===== config.mk =====
export PLATFORM = sky130hd
export DESIGN_NAME = logic_accum_unit
export DESIGN_NICKNAME = d
export VERILOG_FILES = /design/src/rtl/logic_accum_unit.sv
export SDC_FILE = /design/constraint.sdc
export NUM_CORES = 1
export LEC_CHECK = 0
export CAP_MARGIN = 15
export CELL_PAD_IN_SITES_DETAIL_PLACEMENT = 1
export CELL_PAD_IN_SITES_GLOBAL_PLACEMENT = 2
export CORE_MARGIN = 8
export CORE_UTILIZATION = 30
export CTS_CLUSTER_DIAMETER = 150
export DETAILED_ROUTE_END_ITERATION = 8
export PLACE_DENSITY = 0.74
export SKIP_CTS_REPAIR_TIMING = 1
export SLEW_MARGIN = 0
export SYNTH_ARGS = -nofsm -noshare
export SYNTH_HDL_FRONTEND = slang
export SYNTH_SLANG_ARGS = --single-unit

===== constraint.sdc =====
create_clock -name clk_i -period 1.9 [get_ports clk_i]
set_clock_uncertainty 0.2 [all_clocks]
set_input_delay 0.475 -clock clk_i [delete_from_list [all_inputs] [get_ports clk_i]]
set_output_delay 0.475 -clock clk_i [all_outputs]
set_load 0.005 [all_outputs]

===== src/rtl/logic_accum_unit.sv =====
// logic_accum_unit: folds a frame of 1..MAX_LEN operands into a single result using
// a bitwise op (AND/OR/XOR/XNOR) selected at frame start.
// Ports:
//   clk_i, rst_n_i          clock, synchronous active-low reset
//   start_i, op_i, len_i    frame start handshake (sampled only in idle)
//   busy_o                  high whenever a frame is in progress
//   in_valid_i, in_ready_o  operand stream handshake, bus_a_i carries data
//   out_valid_o, out_ready_i result handshake, bus_s_o carries the result
// All outputs are registered.
module logic_accum_unit #(
  parameter int unsigned WIDTH   = 4,
  parameter int unsigned MAX_LEN = 8,
  parameter int unsigned LEN_W   = $clog2(MAX_LEN + 1)
) (
  input  logic             clk_i,
  input  logic             rst_n_i,
  input  logic             start_i,
  input  logic [1:0]       op_i,
  input  logic [LEN_W-1:0] len_i,
  output logic             busy_o,
  input  logic             in_valid_i,
  output logic             in_ready_o,
  input  logic [WIDTH-1:0] bus_a_i,
  output logic             out_valid_o,
  input  logic             out_ready_i,
  output logic [WIDTH-1:0] bus_s_o
);

  localparam logic [1:0] OpAnd  = 2'b00;
  localparam logic [1:0] OpOr   = 2'b01;
  localparam logic [1:0] OpXnor = 2'b11;

  typedef enum logic [1:0] {StIdle, StAccum, StDone} state_e;

  state_e           state_q, state_d;
  logic [WIDTH-1:0] acc_q, acc_d;
  logic [LEN_W-1:0] cnt_q, cnt_d;
  logic [LEN_W-1:0] len_q, len_d;
  logic [1:0]       op_q, op_d;
  logic             busy_q, busy_d;
  logic             in_ready_q, in_ready_d;
  logic             out_valid_q, out_valid_d;
  logic [WIDTH-1:0] bus_s_q, bus_s_d;
  logic [LEN_W-1:0] len_sat;

  always_comb begin
    state_d = state_q;
    acc_d   = acc_q;
    cnt_d   = cnt_q;
    len_d   = len_q;
    op_d    = op_q;
    len_sat = (len_i > LEN_W'(MAX_LEN)) ? LEN_W'(MAX_LEN) : len_i;

    unique case (state_q)
      StIdle: begin
        if (start_i) begin
          op_d    = op_i;
          len_d   = len_sat;
          // Identity element: all ones for AND, zero for the others.
          acc_d   = (op_i == OpAnd) ? '1 : '0;
          cnt_d   = '0;
          state_d = (len_sat == '0) ? StDone : StAccum;
        end
      end
      StAccum: begin
        if (in_valid_i && in_ready_q) begin
          unique case (op_q)
            OpAnd:   acc_d = acc_q & bus_a_i;
            OpOr:    acc_d = acc_q | bus_a_i;
            // XNOR folds as XOR; the inversion is applied once on output.
            default: acc_d = acc_q ^ bus_a_i;
          endcase
          cnt_d = cnt_q + LEN_W'(1);
          if (cnt_q == len_q - LEN_W'(1)) begin
            state_d = StDone;
          end
        end
      end
      StDone: begin
        if (out_ready_i) begin
          state_d = StIdle;
        end
      end
      default: state_d = StIdle;
    endcase

    // Outputs are computed from next state so they can be registered.
    busy_d      = (state_d != StIdle);
    in_ready_d  = (state_d == StAccum);
    out_valid_d = (state_d == StDone);
    if (state_d == StDone) begin
      bus_s_d = (op_d == OpXnor) ? ~acc_d : acc_d;
    end else begin
      bus_s_d = '0;
    end
  end

  always_ff @(posedge clk_i) begin
    if (!rst_n_i) begin
      state_q     <= StIdle;
      acc_q       <= '0;
      cnt_q       <= '0;
      len_q       <= '0;
      op_q        <= '0;
      busy_q      <= 1'b0;
      in_ready_q  <= 1'b0;
      out_valid_q <= 1'b0;
      bus_s_q     <= '0;
    end else begin
      state_q     <= state_d;
      acc_q       <= acc_d;
      cnt_q       <= cnt_d;
      len_q       <= len_d;
      op_q        <= op_d;
      busy_q      <= busy_d;
      in_ready_q  <= in_ready_d;
      out_valid_q <= out_valid_d;
      bus_s_q     <= bus_s_d;
    end
  end

  assign busy_o      = busy_q;
  assign in_ready_o  = in_ready_q;
  assign out_valid_o = out_valid_q;
  assign bus_s_o     = bus_s_q;

endmodule

==> reports/summary.log <==
qor: floorplan.row_count 24
qor: clock_network.clockBufferDepth 2
qor: placement.dp.final_hpwl 3100 um
qor: logic_synthesis.post-synth-top-area-fraction 34.3%
qor: detailed_routing.total_routed_length 3890 um
qor: job.timing.max_cap.violations 0
qor: logic_synthesis.yosys.area.top_type dfxtp_1
qor: power.vdd.ir_drop.worst 0.236 mV
qor: floorplan.start_util 31.0%
qor: worst_setup_path.path_delay_family buffers and inverters
qor: worst_setup_path.worstSetupStartpoint in_ready_o
qor: placement.placement.io_buffers 21
qor: sta.timing.final.setup_violations 0
qor: detailed_routing.route.vias.total 1282
qor: placement.placement_setup_slack -0.560 ns
qor: final_layout.antenna-diode-count 0
qor: logic_synthesis.synth.top_cells.by_area dfxtp_1, ha_1, nand2_1
qor: worst_setup_path.cp_data_arrival_time 1.18 ns
qor: final_layout.finalNetCount 235
qor: sta.finalMaxSlewViolations 0
qor: power.p_comb_share 25.4%
qor: power.power.share.sequential 46.9%
qor: grt.pin_count_of_the_biggest_net_entering_global_routing 13
qor: worst_hold_path.hold_path_startpoint len_q[1]
qor: clock_network.tritoncts yes
qor: placement.standard_cell_area_after_detailed_placement 0.00175 sq mm
qor: sta.fin_tns_setup 0 ns
qor: clock_network.clk_pin_slew_worst_paths 0.09 ns
qor: logic_synthesis.netlist_top_cells_count dfxtp_1, nand2_1, nor2_1
qor: sta.max_clock_freq 0.538 GHz
qor: power.p_switching 0.328 mW
qor: grt.first_global_vias 1373
qor: clock_network.htreeDepth 1
qor: logic_synthesis.ys_ff_latch 23
qor: logic_synthesis.mappedNetlistNets 192
qor: grt.first_pass_grt_wire_length 6480 um
qor: power.leakagePower 0.884 nW
qor: floorplan.io_pins 22
qor: floorplan.die_w 82.9 um
qor: worst_setup_path.critPathLaunchType flip-flop
qor: sta.final_min_period_over_clock_period 97.9%
qor: placement.gpl.final_weighted_congestion 0.796
qor: worst_setup_path.end_kind output port
qor: final_layout.finish.instance_area 0.00196 sq mm
qor: logic_synthesis.yosysUniqueCellTypes 38
qor: power.power_density_over_the_cells 578 mW/mm^2
qor: worst_setup_path.data_required_time_of_the_worst_path 1.22 ns
qor: sta.fin_crit 1.86 ns
qor: detailed_routing.initialDrtViolationCount 18
qor: sta.worst_pin_slew 0.531 ns
qor: sta.hold_violations 0
qor: power.total_power 1.13 mW
qor: worst_setup_path.crit_chain clkdlybuf4s50_1
qor: logic_synthesis.synth_top_flop_cell dfxtp_1
qor: detailed_routing.ant_nets 0
qor: worst_setup_path.cell_with_the_biggest_individual_delay_on_the_critical_path clkdlybuf4s50_1
qor: floorplan.die_area 0.00687 sq mm
qor: floorplan.die_h 82.9 um
qor: grt.track_usage 11.2%
qor: sta.slew-limit-headroom 64.6%
qor: logic_synthesis.synth_enable_flop_cells 0
qor: worst_setup_path.cpPeakStageDelay 0.53 ns
qor: sta.postLayoutSetupSlackWorst 0.0404 ns
qor: logic_synthesis.synthesis.area_per_instance 8.04 sq um
qor: power.clock_power_share 27.6%
qor: clock_network.root_buffer clkbuf_8
qor: detailed_routing.drc 0
qor: sta.holdWs 0.273 ns
qor: outcome.run_status finished clean
qor: power.cellInternalPower 0.806 mW
qor: worst_setup_path.path_class reg -> out
qor: detailed_routing.wl_per_cell 14.9 um
qor: worst_hold_path.hp-class reg -> reg
qor: logic_synthesis.yosysWarnings 0
qor: detailed_routing.drtPass1Iterations 4
qor: logic_synthesis.synth_async_sr_flop_share 0%
qor: floorplan.core_box_area 0.00432 sq mm
qor: logic_synthesis.synthesis.instances 167
qor: clock_network.clkLatencyLatePin 0.27 ns
qor: clock_network.clock_sinks 23
qor: final_layout.syn_to_final_growth 46.1%
qor: final_layout.layout-drive-gt1-share 25.4%
qor: logic_synthesis.yosysSeqAreaShare 34.3%
qor: power.p_sw_share 28.9%
qor: worst_setup_path.worst-path-max-fanout 5
qor: clock_network.numCtsBuffers 3
qor: worst_setup_path.critical_path.reg2reg.startpoint acc_q[1]
qor: grt.number_of_antenna_violations_at_the_first_check_in_global_routing 0
qor: detailed_routing.drt-vias-per-instance 4.91
qor: worst_setup_path.timing.critical_path.buf_inv 1
qor: grt.grt.overflow.total 0
qor: logic_synthesis.area_of_the_mapped_netlist 0.00134 sq mm
[layer usage]
metal | track usage [%] | share of wire (%)
met4 | 3.83 | 1.1
met5 | 0 | 0
met3 | 1.56 | 2.1
met1 | 12.7 | 45
met2 | 20.5 | 52
[flip-flops by register name, indices dropped and copies added (netlist names)]
signal	count
acc_q	4
busy_o	1
cnt_q	4
bus_s_o	4
state_q	2
out_valid_o	1
in_ready_o	1
len_q	4
op_q	2
[power groups by stage]
stage          clock network (mW)  logic [mW]  registers (mW)
2_1_floorplan                   0       0.143           0.527
3_3_place_gp                    0       0.246           0.538
3_5_place_dp                    0       0.254           0.540
4_1_cts                     0.324       0.256           0.528
5_1_grt                     0.339       0.321           0.537
6_report                    0.314       0.288           0.533
[metrics by stage]
step,cells,utilization [%]
floorplan,167,-
global placement,256,40.5
detailed placement,256,40.5
CTS,260,41.6
global route,261,45.4
finish,261,45.4
[path summary, 6_finish.rpt]
kind	end	slack, ns	cells past startpoint
worst min-delay path	len_q[1]	0.27	2
worst max register to register	bus_s_o[1]	0.11	7
worst max-delay path	in_ready_o	0.04	1
worst min register to register	len_q[1]	0.27	2
[logic make-up after synthesis]
family          count (synthesis)  share of synthesized area (%)
fa+ha+maj                      10                           9.32
mux                             3                           2.33
xor+xnor                       12                           7.83
simple gates                   73                           26.7
compound gates                 27                           13.6
flops                          23                           34.3
buf+inv                        19                           5.96
[cell type report]
cell class | instances | area [sq um]
tap | 52 | 65.1
inverter | 13 | 48.8
clock buffer | 4 | 45.0
fill | 529 | 2360
timing repair buffer | 44 | 408
sequential | 23 | 464
multi-input combinational | 125 | 931
[layout by cell type (no fill, tap or decap), types with 7 or more instances in the layout]
master           instances
ha_1                    10
inv_1                   13
xor2_1                   7
a21oi_1                  8
clkdlybuf4s50_1         11
nor2_1                  21
buf_4                   23
nand2_1                 22
dfxtp_1                 20
dlymetal6s2s_1          10
Power figures use the tool's default switching activity.
